<file path="src/rtl/bpu_lvl_2_pkg.sv">
// Shared types and helpers for the bpu_lvl_2 gshare predictor.
// Optional statistics counters are enabled by defining BPU_LVL_2_STATS_EN.
package bpu_pkg;

  typedef logic [1:0] pht_cnt_t;

  localparam pht_cnt_t CNT_SNT = 2'b00;
  localparam pht_cnt_t CNT_WNT = 2'b01;
  localparam pht_cnt_t CNT_WT  = 2'b10;
  localparam pht_cnt_t CNT_ST  = 2'b11;

  typedef enum logic [0:0] {
    BPU_INIT = 1'b0,
    BPU_RUN  = 1'b1
  } bpu_state_t;

  // Saturating 2-bit counter step: towards CNT_ST on taken, towards CNT_SNT otherwise.
  function automatic pht_cnt_t sat_update(input pht_cnt_t cnt, input logic taken);
    pht_cnt_t nxt;
    if (taken) begin
      if (cnt == CNT_ST) nxt = CNT_ST;
      else               nxt = cnt + 2'd1;
    end else begin
      if (cnt == CNT_SNT) nxt = CNT_SNT;
      else                nxt = cnt - 2'd1;
    end
    return nxt;
  endfunction

endpackage

</file>
<file path="src/rtl/bpu_lvl_2_if.sv">
// Fetch/execute-facing bus of the bpu_lvl_2 predictor.
// Statistics signals exist only when BPU_LVL_2_STATS_EN is defined.
interface bpu_lvl_2_if #(
  parameter int IP_WIDTH   = 8,
  parameter int HIST_WIDTH = 4
);
  logic                  ready_o;
  logic                  pred_req_i;
  logic [IP_WIDTH-1:0]   pred_ip_i;
  logic                  pred_valid_o;
  logic                  pred_taken_o;
  logic [HIST_WIDTH-1:0] pred_hist_o;
  logic                  upd_valid_i;
  logic [IP_WIDTH-1:0]   upd_ip_i;
  logic [HIST_WIDTH-1:0] upd_hist_i;
  logic                  upd_taken_i;
  logic                  upd_mispredict_i;
`ifdef BPU_LVL_2_STATS_EN
  logic [31:0]           stat_pred_o;
  logic [31:0]           stat_miss_o;
`endif

  modport master (
    input  ready_o, pred_valid_o, pred_taken_o, pred_hist_o,
    output pred_req_i, pred_ip_i, upd_valid_i, upd_ip_i, upd_hist_i,
           upd_taken_i, upd_mispredict_i
`ifdef BPU_LVL_2_STATS_EN
    , input stat_pred_o, stat_miss_o
`endif
  );

  modport slave (
    output ready_o, pred_valid_o, pred_taken_o, pred_hist_o,
    input  pred_req_i, pred_ip_i, upd_valid_i, upd_ip_i, upd_hist_i,
           upd_taken_i, upd_mispredict_i
`ifdef BPU_LVL_2_STATS_EN
    , output stat_pred_o, stat_miss_o
`endif
  );

endinterface

</file>
<file path="src/rtl/bpu_lvl_2_pht.sv">
// Pattern history table: DEPTH x 2-bit counters, combinational lookup port
// (sampled by the caller's output register) and one muxed write port.
module bpu_pht
  import bpu_pkg::*;
#(
  parameter int INDEX_WIDTH = 6
) (
  input  logic                   clk,
  input  logic                   clr_en,
  input  logic [INDEX_WIDTH-1:0] clr_idx,
  input  logic                   upd_en,
  input  logic [INDEX_WIDTH-1:0] upd_idx,
  input  logic                   upd_taken,
  input  logic [INDEX_WIDTH-1:0] rd_idx,
  output pht_cnt_t               rd_cnt
);

  localparam int DEPTH = 2 ** INDEX_WIDTH;

  pht_cnt_t               mem_r [DEPTH];
  logic                   wr_en_s;
  logic [INDEX_WIDTH-1:0] wr_idx_s;
  pht_cnt_t               wr_cnt_s;

  // Lookup sees the pre-edge contents, so a same-cycle write yields read-old data.
  assign rd_cnt = mem_r[rd_idx];

  // Write-port mux: clear sweep during init, saturating update during run.
  always_comb begin
    wr_en_s  = 1'b0;
    wr_idx_s = upd_idx;
    wr_cnt_s = CNT_WNT;
    if (clr_en) begin
      wr_en_s  = 1'b1;
      wr_idx_s = clr_idx;
      wr_cnt_s = CNT_WNT;
    end else if (upd_en) begin
      wr_en_s  = 1'b1;
      wr_idx_s = upd_idx;
      wr_cnt_s = sat_update(mem_r[upd_idx], upd_taken);
    end else begin
      wr_en_s  = 1'b0;
    end
  end

  // Table storage; contents are defined by the init sweep, not by reset.
  always_ff @(posedge clk) begin
    if (wr_en_s) begin
      mem_r[wr_idx_s] <= wr_cnt_s;
    end
  end

endmodule

</file>
<file path="src/rtl/bpu_lvl_2.sv">
// bpu_lvl_2: gshare branch predictor with self-clearing init sweep.
// Define BPU_LVL_2_STATS_EN to add saturating prediction/mispredict counters.
module bpu_lvl_2
  import bpu_pkg::*;
#(
  parameter int IP_WIDTH    = 8,
  parameter int INDEX_WIDTH = 6,
  parameter int HIST_WIDTH  = 4
) (
  input logic        clk_i,
  input logic        rst_i,
  bpu_lvl_2_if.slave bus
);

  localparam logic [0:0] ST_INIT = 1'(BPU_INIT);
  localparam logic [0:0] ST_RUN  = 1'(BPU_RUN);

  logic [0:0]             state_r;
  logic [INDEX_WIDTH-1:0] clr_ptr_r;
  logic [HIST_WIDTH-1:0]  ghr_r;
  logic                   pred_valid_r;
  logic                   pred_taken_r;
  logic [HIST_WIDTH-1:0]  pred_hist_r;

  logic                   run_s;
  logic                   mispredict_s;
  logic                   accept_s;
  logic [INDEX_WIDTH-1:0] rd_idx_s;
  logic [INDEX_WIDTH-1:0] upd_idx_s;
  pht_cnt_t               rd_cnt_s;
  logic [HIST_WIDTH:0]    ghr_shift_s;
  logic [HIST_WIDTH:0]    ghr_restore_s;
  logic [HIST_WIDTH-1:0]  ghr_nxt_s;
  logic                   unused_ip_s;

  assign run_s        = (state_r == ST_RUN);
  assign mispredict_s = run_s & bus.upd_valid_i & bus.upd_mispredict_i;
  assign accept_s     = run_s & bus.pred_req_i & ~mispredict_s;
  assign rd_idx_s     = bus.pred_ip_i[INDEX_WIDTH-1:0] ^ INDEX_WIDTH'(ghr_r);
  assign upd_idx_s    = bus.upd_ip_i[INDEX_WIDTH-1:0] ^ INDEX_WIDTH'(bus.upd_hist_i);
  // Upper IP bits and the counter LSB do not influence the prediction.
  assign unused_ip_s  = &{1'b0, bus.pred_ip_i, bus.upd_ip_i, rd_cnt_s[0]};

  // Concatenate then keep the low bits so HIST_WIDTH=1 needs no special case.
  assign ghr_shift_s   = {ghr_r, rd_cnt_s[1]};
  assign ghr_restore_s = {bus.upd_hist_i, bus.upd_taken_i};

  // Next history: mispredict recovery outranks speculative shift-in.
  always_comb begin
    ghr_nxt_s = ghr_r;
    if (mispredict_s) begin
      ghr_nxt_s = ghr_restore_s[HIST_WIDTH-1:0];
    end else if (accept_s) begin
      ghr_nxt_s = ghr_shift_s[HIST_WIDTH-1:0];
    end else begin
      ghr_nxt_s = ghr_r;
    end
  end

  bpu_pht #(.INDEX_WIDTH(INDEX_WIDTH)) u_pht (
    .clk       (clk_i),
    .clr_en    (~run_s & ~rst_i),
    .clr_idx   (clr_ptr_r),
    .upd_en    (run_s & bus.upd_valid_i & ~rst_i),
    .upd_idx   (upd_idx_s),
    .upd_taken (bus.upd_taken_i),
    .rd_idx    (rd_idx_s),
    .rd_cnt    (rd_cnt_s)
  );

  // Init/run sequencing, global history and the registered prediction outputs.
  always_ff @(posedge clk_i) begin
    if (rst_i) begin
      state_r      <= ST_INIT;
      clr_ptr_r    <= '0;
      ghr_r        <= '0;
      pred_valid_r <= 1'b0;
      pred_taken_r <= 1'b0;
      pred_hist_r  <= '0;
    end else begin
      case (state_r)
        ST_INIT: begin
          clr_ptr_r <= clr_ptr_r + INDEX_WIDTH'(1'b1);
          if (&clr_ptr_r) state_r <= ST_RUN;
        end
        ST_RUN:  state_r <= ST_RUN;
        default: state_r <= ST_INIT;
      endcase
      ghr_r        <= ghr_nxt_s;
      pred_valid_r <= accept_s;
      if (accept_s) begin
        pred_taken_r <= rd_cnt_s[1];
        pred_hist_r  <= ghr_r;
      end
    end
  end

  assign bus.ready_o      = run_s;
  assign bus.pred_valid_o = pred_valid_r;
  assign bus.pred_taken_o = pred_taken_r;
  assign bus.pred_hist_o  = pred_hist_r;

`ifdef BPU_LVL_2_STATS_EN
  logic [31:0] stat_pred_r;
  logic [31:0] stat_miss_r;

  // Saturating event counters; inputs are ignored outside RUN via accept/mispredict.
  always_ff @(posedge clk_i) begin
    if (rst_i) begin
      stat_pred_r <= 32'd0;
      stat_miss_r <= 32'd0;
    end else begin
      if (accept_s && (stat_pred_r != 32'hFFFF_FFFF)) stat_pred_r <= stat_pred_r + 32'd1;
      if (mispredict_s && (stat_miss_r != 32'hFFFF_FFFF)) stat_miss_r <= stat_miss_r + 32'd1;
    end
  end

  assign bus.stat_pred_o = stat_pred_r;
  assign bus.stat_miss_o = stat_miss_r;
`endif

endmodule

</file>
<file path="src/flat_wrapper.sv">
// flat-port wrapper written by rule: the top's interface ports become plain ports
module bpu_lvl_2_flat import bpu_pkg::*;
#(
  parameter int IP_WIDTH    = 8,
  parameter int INDEX_WIDTH = 6,
  parameter int HIST_WIDTH  = 4
)
  (clk_i, rst_i, bus_ready_o, bus_pred_valid_o, bus_pred_taken_o, bus_pred_hist_o, bus_pred_req_i, bus_pred_ip_i, bus_upd_valid_i, bus_upd_ip_i, bus_upd_hist_i, bus_upd_taken_i, bus_upd_mispredict_i);
  bpu_lvl_2_if #(.IP_WIDTH(IP_WIDTH), .HIST_WIDTH(HIST_WIDTH)) bus_i ();
  input logic clk_i;
  input logic rst_i;
  output wire logic [$bits(bus_i.ready_o)-1:0] bus_ready_o;
  output wire logic [$bits(bus_i.pred_valid_o)-1:0] bus_pred_valid_o;
  output wire logic [$bits(bus_i.pred_taken_o)-1:0] bus_pred_taken_o;
  output wire logic [$bits(bus_i.pred_hist_o)-1:0] bus_pred_hist_o;
  input wire logic [$bits(bus_i.pred_req_i)-1:0] bus_pred_req_i;
  input wire logic [$bits(bus_i.pred_ip_i)-1:0] bus_pred_ip_i;
  input wire logic [$bits(bus_i.upd_valid_i)-1:0] bus_upd_valid_i;
  input wire logic [$bits(bus_i.upd_ip_i)-1:0] bus_upd_ip_i;
  input wire logic [$bits(bus_i.upd_hist_i)-1:0] bus_upd_hist_i;
  input wire logic [$bits(bus_i.upd_taken_i)-1:0] bus_upd_taken_i;
  input wire logic [$bits(bus_i.upd_mispredict_i)-1:0] bus_upd_mispredict_i;
  assign bus_ready_o = bus_i.ready_o;
  assign bus_pred_valid_o = bus_i.pred_valid_o;
  assign bus_pred_taken_o = bus_i.pred_taken_o;
  assign bus_pred_hist_o = bus_i.pred_hist_o;
  assign bus_i.pred_req_i = bus_pred_req_i;
  assign bus_i.pred_ip_i = bus_pred_ip_i;
  assign bus_i.upd_valid_i = bus_upd_valid_i;
  assign bus_i.upd_ip_i = bus_upd_ip_i;
  assign bus_i.upd_hist_i = bus_upd_hist_i;
  assign bus_i.upd_taken_i = bus_upd_taken_i;
  assign bus_i.upd_mispredict_i = bus_upd_mispredict_i;
  bpu_lvl_2 #(.IP_WIDTH(IP_WIDTH), .INDEX_WIDTH(INDEX_WIDTH), .HIST_WIDTH(HIST_WIDTH)) u_core (.clk_i(clk_i), .rst_i(rst_i), .bus(bus_i));
endmodule
</file>
<file path="config.mk">
export PLATFORM = sky130hd
export DESIGN_NAME = bpu_lvl_2_flat
export DESIGN_NICKNAME = d
export VERILOG_FILES = /design/src/rtl/bpu_lvl_2_pkg.sv /design/src/rtl/bpu_lvl_2_if.sv /design/src/rtl/bpu_lvl_2_pht.sv /design/src/rtl/bpu_lvl_2.sv /design/src/flat_wrapper.sv
export SDC_FILE = /design/constraint.sdc
export NUM_CORES = 1
export LEC_CHECK = 0
export ABC_AREA = 1
export CORE_ASPECT_RATIO = 1.4
export CORE_MARGIN = 2
export CORE_UTILIZATION = 60
export CTS_BUF_LIST = sky130_fd_sc_hd__clkbuf_4 sky130_fd_sc_hd__clkbuf_8 sky130_fd_sc_hd__clkbuf_16
export CTS_CLUSTER_SIZE = 20
export DETAILED_ROUTE_END_ITERATION = 10
export GPL_TIMING_DRIVEN = 0
export PLACE_DENSITY = 0.79
export SYNTH_ARGS = -nofsm -noshare
export SYNTH_HDL_FRONTEND = slang
export SYNTH_SLANG_ARGS = --single-unit
</file>
<file path="constraint.sdc">
create_clock -name clk_i -period 8.4 [get_ports clk_i]
set_input_delay 0.84 -clock clk_i [delete_from_list [all_inputs] [get_ports clk_i]]
set_output_delay 0.84 -clock clk_i [all_outputs]
set_load 0.02 [all_outputs]
</file>
# Word level (Yosys, flattened, before mapping)
# Memories as Yosys holds them, arrays and structs flattened.
# Cells that the tools add are included.
totals:
  input_bits: 26
  ram_bits: 128
  register_bits: 17
  wordCells: 39
  out_inout_bits: 7
  memories: 1
memory_table:
  columns: ["memory", "depth", "width", "read_ports", "rd_clocked_by_memory_dff", "write_ports", "line", "source"]
  rows:
  - ["u_core.u_pht.mem_r", 64, 2, 2, 0, 1, "bpu_lvl_2_pht.sv:20", "pht_cnt_t mem_r [DEPTH];"]
op_classes:
  mux: 14
  bitwise: 11
  eq_ne: 1
  n_reduce_logical: 3
  addsub: 3
ops:
  columns: ["operator", "count"]
  rows:
  - ["6-bit by 4-bit bitwise XOR with 6-bit output", 2]
  - ["2-bit 2-to-1 mux", 5]
  - ["4-bit 2-to-1 mux", 2]
  - ["6-bit by 1-bit adder with 6-bit output, second input constant", 1]
  - ["1-bit AND", 6]
  - ["6-bit 2-to-1 mux", 1]
  - ["6-bit AND reduction", 1]
  - ["1-bit 2-to-1 mux", 5]
  - ["1-bit NOT", 3]
  - ["2-bit by 1-bit adder with 2-bit output, second input constant", 1]
  - ["2-bit equality test, second input constant", 1]
  - ["2-bit logical NOT", 1]
  - ["1-bit case mux with 2 select lines", 1]
  - ["2-bit nonzero test", 1]
  - ["2-bit by 1-bit subtractor with 2-bit output, second input constant", 1]

# Logic depth before layout (Yosys ltp)
# Gate-level depths: netlist of run 1.
# An unclocked memory read counts as a cell.
logic_depth:
  ltp_word: 7
  ltp_mapped: 15
  mapped_depth_nobuf: 14

# Cells and area by module
# A second synthesis of run 1 with hierarchy kept.
unflattened:
  cells_unflattened: 873
  hier_area_um2: 7574.8
by_module_without_submodules:
  columns: ["mod", "area_each_um2", "seq_area_each_um2", "cells_per_inst", "instances"]
  rows:
  - ["bpu_pht", 6784.0, 3843.7, 770, 1]
  - ["bpu_lvl_2", 790.8, 340.3, 103, 1]

# Worst setup path after synthesis of run 1
# No wires, ideal clock.
synth_path:
  kind: "input to register"
  start: "input port bus_upd_hist_i[3]"
  end: "memory u_core.u_pht.mem_r[0][1] (netlist bit), data pin"
  path_slack_ps: 4415
  arrival_ps: 3482
  setup_ps: 503
  required_ps: 7897
  cell_stages: 9
  path_buffers: 0
  path_cell_list: "xnor2_1 inv_1 nand3_1 nand3_1 nand3_1 nand3_1 nand2_1 inv_1 nor2_1"
synth_via:
  elab_chain_len: 7
  word_cells_on_any_way: 11
  classes_between: "add/sub (2); eq/ne (1); mux (5); bitwise (1); reduce/logical (1); memory (1)"
synth_lines:
  columns: ["element", "line", "source"]
  rows:
  - ["start, declared", "flat_wrapper.sv:20", "input wire logic [$bits(bus_i.upd_hist_i)-1:0] bus_upd_hist_i;"]
  - ["6-bit by 4-bit bitwise XOR with 6-bit output (*)", "bpu_lvl_2.sv:40", "assign upd_idx_s = bus.upd_ip_i[INDEX_WIDTH-1:0] ^ INDEX_WIDTH'(bus.upd_hist_i);"]
  - ["memory read 64 x 2 bit (*)", null, null]
  - ["2-bit by 1-bit subtractor with 2-bit output, or another cell as far along", "bpu_lvl_2_pkg.sv:25", "else nxt = cnt - 2'd1;"]
  - ["2-bit 2-to-1 mux (on tied branches)", "bpu_lvl_2_pkg.sv:24, bpu_lvl_2_pkg.sv:21", null]
  - ["2-bit 2-to-1 mux (*)", "bpu_lvl_2_pkg.sv:20", "if (taken) begin"]
  - ["2-bit 2-to-1 mux (*)", "bpu_lvl_2_pht.sv:37", "end else if (upd_en) begin"]
  - ["2-bit 2-to-1 mux (*)", "bpu_lvl_2_pht.sv:33", "if (clr_en) begin"]
  - ["via u_core.u_pht.wr_cnt_s[1]", "bpu_lvl_2_pht.sv:23", "pht_cnt_t wr_cnt_s;"]
  - ["end, declared", "bpu_lvl_2_pht.sv:20", null]
# The timed path passes the listed nets; every way through them passes the cells marked *.

# Final worst setup path of run 1
layout_path:
  start: "input port bus_upd_hist_i[3]"
  end: "memory u_core.u_pht.mem_r[46][1] (netlist bit), data pin"
# Same word-level chain as after synthesis.

==> results of run 1 <==
## per-layer routing
layer	GRT usage	vias to the layer above	wire, microns
li1	-	2889	-
met1	0.437	2948	8200
met2	0.562	454	10600
met3	0.0902	99	2360
met4	0.178	0	1130
met5	0	-	0
## critical path, stage by stage
cell and delay (ns):
clkdlybuf4s50_1 0.41, xnor2_1 1.08, inv_1 0.52, nand3_1 0.21, nand3_1 0.12, nand3_1 0.17
nand3_1 0.14, nand2_1 0.09, inv_1 0.06, nor2_4 0.44, buf_12 0.29
## kinds of logic (layout without fill, tap and decap cells)
family | count (synthesis) | after routing | synth area share
compound gates | 31 | 31 | 0.0224
xor+xnor | 8 | 8 | 0.0148
fa+ha+maj | 1 | 1 | 0.00173
buf+inv | 132 | 194 | 0.0749
flops | 145 | 145 | 0.577
simple gates | 527 | 527 | 0.309
## Yosys cell counts
master	count	area share
a21oi_1	12	0.0083
buf_1	1	0.00052
buf_2	19	0.013
buf_4	2	0.0021
buf_6	2	0.0031
clkbuf_1	6	0.0031
clkbuf_2	1	0.00069
dfxtp_1	17	0.047
edfxtp_1	128	0.53
ha_1	1	0.0017
inv_1	101	0.052
nand2_1	238	0.12
nand2_2	2	0.0017
nand3_1	199	0.14
nand4_1	1	0.00086
nor2_1	84	0.044
nor3_1	3	0.0021
o211ai_1	1	0.0010
o21ai_0	12	0.0083
o21ai_1	2	0.0014
o22ai_1	4	0.0035
xnor2_1	3	0.0036
xnor2_2	3	0.0067
xor2_2	2	0.0045
## where the power goes
group | switching [mW] | internal [mW] | leakage, nW
clock | 0.324 | 0.446 | 0.288
sequential | 0.00271 | 0.777 | 1.39
combinational | 0.141 | 0.0588 | 1.69
total | 0.468 | 1.28 | 3.37
## registers in the layout (all words and copies together) (netlist names)
| signal | flops |
|---|---|
| u_core.clr_ptr_r | 6 |
| u_core.bus.pred_valid_o | 1 |
| u_core.bus.ready_o | 1 |
| u_core.ghr_r | 4 |
| u_core.u_pht.mem_r | 128 |
| u_core.bus.pred_taken_o | 1 |
| u_core.bus.pred_hist_o | 4 |
## path summary, 6_finish.rpt
| path | startpoint | end | slack (ns) | cells past startpoint |
|---|---|---|---|---|
| worst min register to register | u_core.bus.pred_taken_o$_SDFFE_PP0P_ | u_core.bus.pred_taken_o$_SDFFE_PP0P_ | 0.46 | 2 |
| worst min-delay path | u_core.bus.pred_taken_o$_SDFFE_PP0P_ | u_core.bus.pred_taken_o$_SDFFE_PP0P_ | 0.46 | 2 |
| worst max-delay path | bus_upd_hist_i[3] | u_core.u_pht.mem_r[46][1]$_DFFE_PP_ | 4.24 | 11 |
| worst max register to register | u_core.bus.ready_o$_SDFF_PP0_ | u_core.u_pht.mem_r[14][0]$_DFFE_PP_ | 5.81 | 8 |
## stage by stage
| stage | setup slack (ns) | util | hold WS, ns |
|---|---|---|---|
| after global routing | 4.14 | 0.708 | 0.495 |
| after global placement | 1.45 | 0.652 | 0.454 |
| after detailed placement | 4.03 | 0.657 | 0.456 |
| after CTS | 4.47 | 0.708 | 0.465 |
| final | 4.24 | 0.708 | 0.462 |
| after floorplan | 4.42 | - | 0.457 |
## final cells by class
cell class                      count  area (sq um)  share of cell area
Timing Repair Buffer               30           320              0.0383
Inverter                          101           379              0.0453
Clock inverter                     15           173              0.0206
Multi-Input combinational cell    567          2530               0.303
Clock buffer                       17           425              0.0509
Sequential cell                   145          4180               0.500
Tap cell                          147           184              0.0220
Buffer                             31           164              0.0196
==> qor.yml, run 1 <==
dr.pass1.iters: 7
syn2layout_area_growth_pct: 15.4
antenna_found_initial: 0
vdd_drop_max_mv: 0.215
crit_arrival_ns: 4.41
gp_congestion: 1.04
grt_pass1_wl_microns: 33700
worst_ep_required_time_ns: 8.65
ys_seq_area_frac: 0.577
io_buffers: 28
final_cell_area_sq_um: 8360
chipWidth_microns: 96.9
grt_max_degree: 44
fin_nets: 920
finalCritPeriodShare: 0.495
clock_latency_ns: 0.43
ys_seq_elements: 145
synth_warnings: 0
num_vias: 6390
drv_slew: 0
layout_common_cells: "238 x nand2_1, 198 x nand3_1, 128 x edfxtp_1"
final_cells: 1053
synth_area_sq_um: 7250
cap_viol_max_count: 0
path_clk_slew_ns: 0.06
fmax_mhz: 241
min_period_ns: 4.16
dieArea_sq_um: 13000
cts_buffer_depth: 2
grt_setup_unrepaired: "false"
avgSynthCellArea_sq_um: 8.59
finalHoldViolCount: 0
crit_fanout: 42
crit_path_end_kind: "flip-flop"
layout-drive-gt1-share: 0.0728
cts_setup_buffers: 0
avgRoutedWirePerCell_microns: 21.2
gr-usage-all-layers: 0.348
drc_errors: 0
dp.final_hpwl_microns: 15600
dr.first_iter.drc_count: 841
placed_area_sq_um: 7760
cts_hold_buf: 0
start_util: 0.613
cts_tree: "built"
grt_pass1_vias: 6113
routed_wl_microns: 22300
antenna_left: 0
final_common_cell: "nand2_1"
hp-class: "reg2reg"
ios: 33
synthDistinctLibCells: 24
fin_tns_setup_ns: 0
antenna_cells: 0
synth_nets: 871
powerDensity_nw_per_um2: 209
skew_ns: 0.00888
cts.sinks: 145
status: "finished clean"
htreeDepth: 4
tightest_slew_ns: 1.39
cts_inserted_buffers: 17
dp.cells: 1021
finalPower_mw: 1.75
rows: 47
cp-start-kind: "input port"
core_sq_um: 11800
cts.repair.resized: 0
crit_type: "in2reg"
grt_overflow: 0
cts-root-buf: "clkbuf_16"
viasPerCell: 6.07
die_h_microns: 134
p_leak_nw: 3.37
final-setup-viol-count: 0
syn_inst: 844
fill_cells: 934
slew_headroom: 0.0668
(Power assumes the default switching activity.)
==> run 2, diff against run 1 <==
- CORE_UTILIZATION: 60 -> 55
- PLACE_DENSITY: 0.79 -> 0.76
- clock period: 8.4 -> 3.8 ns (I/O delays scaled with it)
==> run 2 against run 1 <==
Largest power group is now clock. Clock skew up 0.0019 ns. Register-to-register slack worse by 4.6 ns. Sequential cell count unchanged. Power up 120%. Wire length up 1.2%. Sequential power up 120%. Critical path type unchanged. Die area up 8.8%. Clock-buffer cell count up 2. Final area up 0.18%. Critical path depth up 2. Combinational power up 130%. Via count up 0.22%. Highest routed layer unchanged.
==> qor.yml, run 2 (synthesized netlist as in run 1, its figures left out) <==
cp_top_family: "buffers and inverters"
dieArea_sq_um: 14100  # +8.8%
cts-root-buf: "clkbuf_16"
fmax_mhz: 282
num_vias: 6404  # +0.22%
clock_latency_ns: 0.43  # about the same
grt_setup_unrepaired: "false"
finalCritPeriodShare: 0.932
cts_tree: "built"
rows: 49  # +4.3%
layout_common_cells: "238 x nand2_1, 198 x nand3_1, 128 x edfxtp_1"
final-seq-area_sq_um: 4180  # unchanged
top_register: "u_core.u_pht.mem_r"
rr_worst_depth: 9  # +1
finalPower_mw: 3.91  # +120%
status: "finished clean"
p_int_mw: 2.90  # +130%
dr.first_iter.drc_count: 979  # +16%
grt_overflow: 0  # unchanged
skew_ns: 0.0108  # +0.00195 ns
vdd_drop_max_mv: 0.486  # +130%
reg_top3: "u_core.u_pht.mem_r (128), u_core.clr_ptr_r (6)"
crit_fanout: 40  # -4.8%
fin_nets: 920  # unchanged
min_path_cells: 2  # unchanged
cts.sinks: 145  # unchanged
min_period_ns: 3.54
worst_r2r_endpoint: "u_core.ghr_r[0]$_SDFFE_PP0P_"
final_common_cell: "nand2_1"
hp-class: "reg2reg"
syn2layout_area_growth_pct: 15.6
slew_headroom: 0.221  # +0.154
path_clk_slew_ns: 0.06  # about the same
cts_inserted_buffers: 17  # unchanged
cts_setup_buffers: 0  # unchanged
crit_path_end_kind: "flip-flop"
tightest_slew_ns: 1.16  # -0.229 ns
seqPwrFrac: 0.441  # -0.005
critPathBufInv: 4  # unchanged
worst_ep_required_time_ns: 3.96  # -4.69 ns
antenna_left: 0  # unchanged
avgRoutedWirePerCell_microns: 21.3  # +0.68%
ios: 33  # unchanged
p_sw_frac: 0.259  # -0.00823
p_leak_nw: 3.37  # +0.15%
die_h_microns: 140  # +4.3%
switchingPower_mw: 1.01  # +120%
min_from: "u_core.bus.pred_hist_o[0]$_SDFFE_PP0P_"
layout-drive-gt1-share: 0.0740  # +0.00119
final-setup-viol-count: 0  # unchanged
powerDensity_nw_per_um2: 467  # +120%
viasPerCell: 6.05  # -0.25%
grt_pass1_vias: 6060  # -0.87%
cp.depth: 13  # +2
multi_input_area_sq_um: 2540  # +0.30%
dp.final_hpwl_microns: 14900  # -4.4%
hold_ws_ns: 0.463  # +0.000580 ns
reg2reg_slack_ns: 1.17  # -4.64 ns
io_buffers: 28  # unchanged
core_sq_um: 12900  # +8.9%
drv_slew: 0  # unchanged
dr.pass1.iters: 6  # -1
crit_chain: "clkdlybuf4s50_1, xnor2_2, inv_1, buf_2, nand2_1, nand3_1, nand3_1, nand3_1, nand2_1, nand2_1, nand2_1, nand3_2, buf_12"
gr-usage-all-layers: 0.331  # -0.0170
hold_end: "u_core.bus.pred_hist_o[0]$_SDFFE_PP0P_"
crit_top_cell: "nand2_1"
slowest_delay_ns: 0.62  # -0.46 ns
largest_reg_flops: 128  # unchanged
drc_errors: 0  # unchanged
fill_cells: 1054  # +13%
clock_power_share: 0.442  # +0.002
finalHoldViolCount: 0  # unchanged
grt_max_degree: 41  # -6.8%
worstReg2RegStart: "u_core.ghr_r[2]$_SDFFE_PP0P_"
chipWidth_microns: 101  # +4.3%
cap_viol_max_count: 0  # unchanged
slowest_stage: "xnor2_2"
antenna_found_initial: 0  # unchanged
antenna_cells: 0  # unchanged
fin_tns_setup_ns: 0  # unchanged
gp_congestion: 1.01  # -3.0%
routed_wl_microns: 22600  # +1.2%
crit_type: "in2reg"
htreeDepth: 4  # unchanged
start_util: 0.563  # -0.0502
cts_buffer_depth: 2  # unchanged
cp-start-kind: "input port"
grt_pass1_wl_microns: 33900  # +0.59%
cts_hold_buf: 0  # unchanged
crit_arrival_ns: 3.70  # -0.71 ns
p_comb_frac: 0.117  # +0.003
run 2: timing repair:
action | CTS | global route
gates resized for setup | 0 | 1
endpoints found under the setup margin | 0 | 80
endpoints found under the hold margin | 0 | 0
run 2: worst max path at each step:
stage	startpoint	to	slack (ns)
detailed placement	bus_upd_hist_i[3]	u_core.u_pht.mem_r[22][0]$_DFFE_PP_	-0.14
global placement	bus_upd_hist_i[3]	u_core.u_pht.mem_r[17][1]$_DFFE_PP_	-2.88
floorplan	bus_upd_hist_i[3]	u_core.u_pht.mem_r[0][1]$_DFFE_PP_	0.28
CTS	bus_upd_hist_i[3]	u_core.u_pht.mem_r[63][1]$_DFFE_PP_	0.27
finish	bus_upd_hist_i[2]	u_core.u_pht.mem_r[62][0]$_DFFE_PP_	0.26
global route	bus_upd_hist_i[0]	u_core.u_pht.mem_r[57][0]$_DFFE_PP_	0.09
run 2: power groups by stage:
| stage | clock network, mW | logic, mW | registers (mW) |
|---|---|---|---|
| after CTS | 1.73 | 0.439 | 1.72 |
| final | 1.73 | 0.459 | 1.72 |
| after global placement | 0 | 0.431 | 1.76 |
| after global routing | 1.79 | 0.488 | 1.72 |
| after floorplan | 0 | 0.263 | 1.76 |
| after detailed placement | 0 | 0.436 | 1.76 |
run 2: metrics by stage:
stage / worst slack, ns / cell area, sq um / instances / util
2_1_floorplan: 0.275 / 7250 / 844 / -
3_3_place_gp: -2.88 / 7720 / 1025 / 0.600
3_5_place_dp: -0.135 / 7770 / 1027 / 0.604
4_1_cts: 0.271 / 8370 / 1058 / 0.650
5_1_grt: 0.0913 / 8380 / 1058 / 0.651
6_report: 0.260 / 8380 / 1058 / 0.651
run 2: area by class of cell:
class,count,area share
Inverter,101,0.0453
Sequential cell,145,0.499
Multi-Input combinational cell,567,0.303
Tap cell,153,0.0228
Buffer,31,0.0196
Clock inverter,12,0.0188
Timing Repair Buffer,30,0.0382
Clock buffer,19,0.0526
run 2: tightest hold or removal path, stage by stage (launching register included):
cell and delay (ns):
dfxtp_1 0.31, nand2_1 0.06, a21oi_1 0.05
run 2: metal layers:
metal	vias up	wire length (microns)	global-route usage
met5	-	0	0
met4	0	1510	0.205
met3	121	2600	0.0904
met2	454	10300	0.506
met1	2936	8130	0.416
li1	2893	-	-
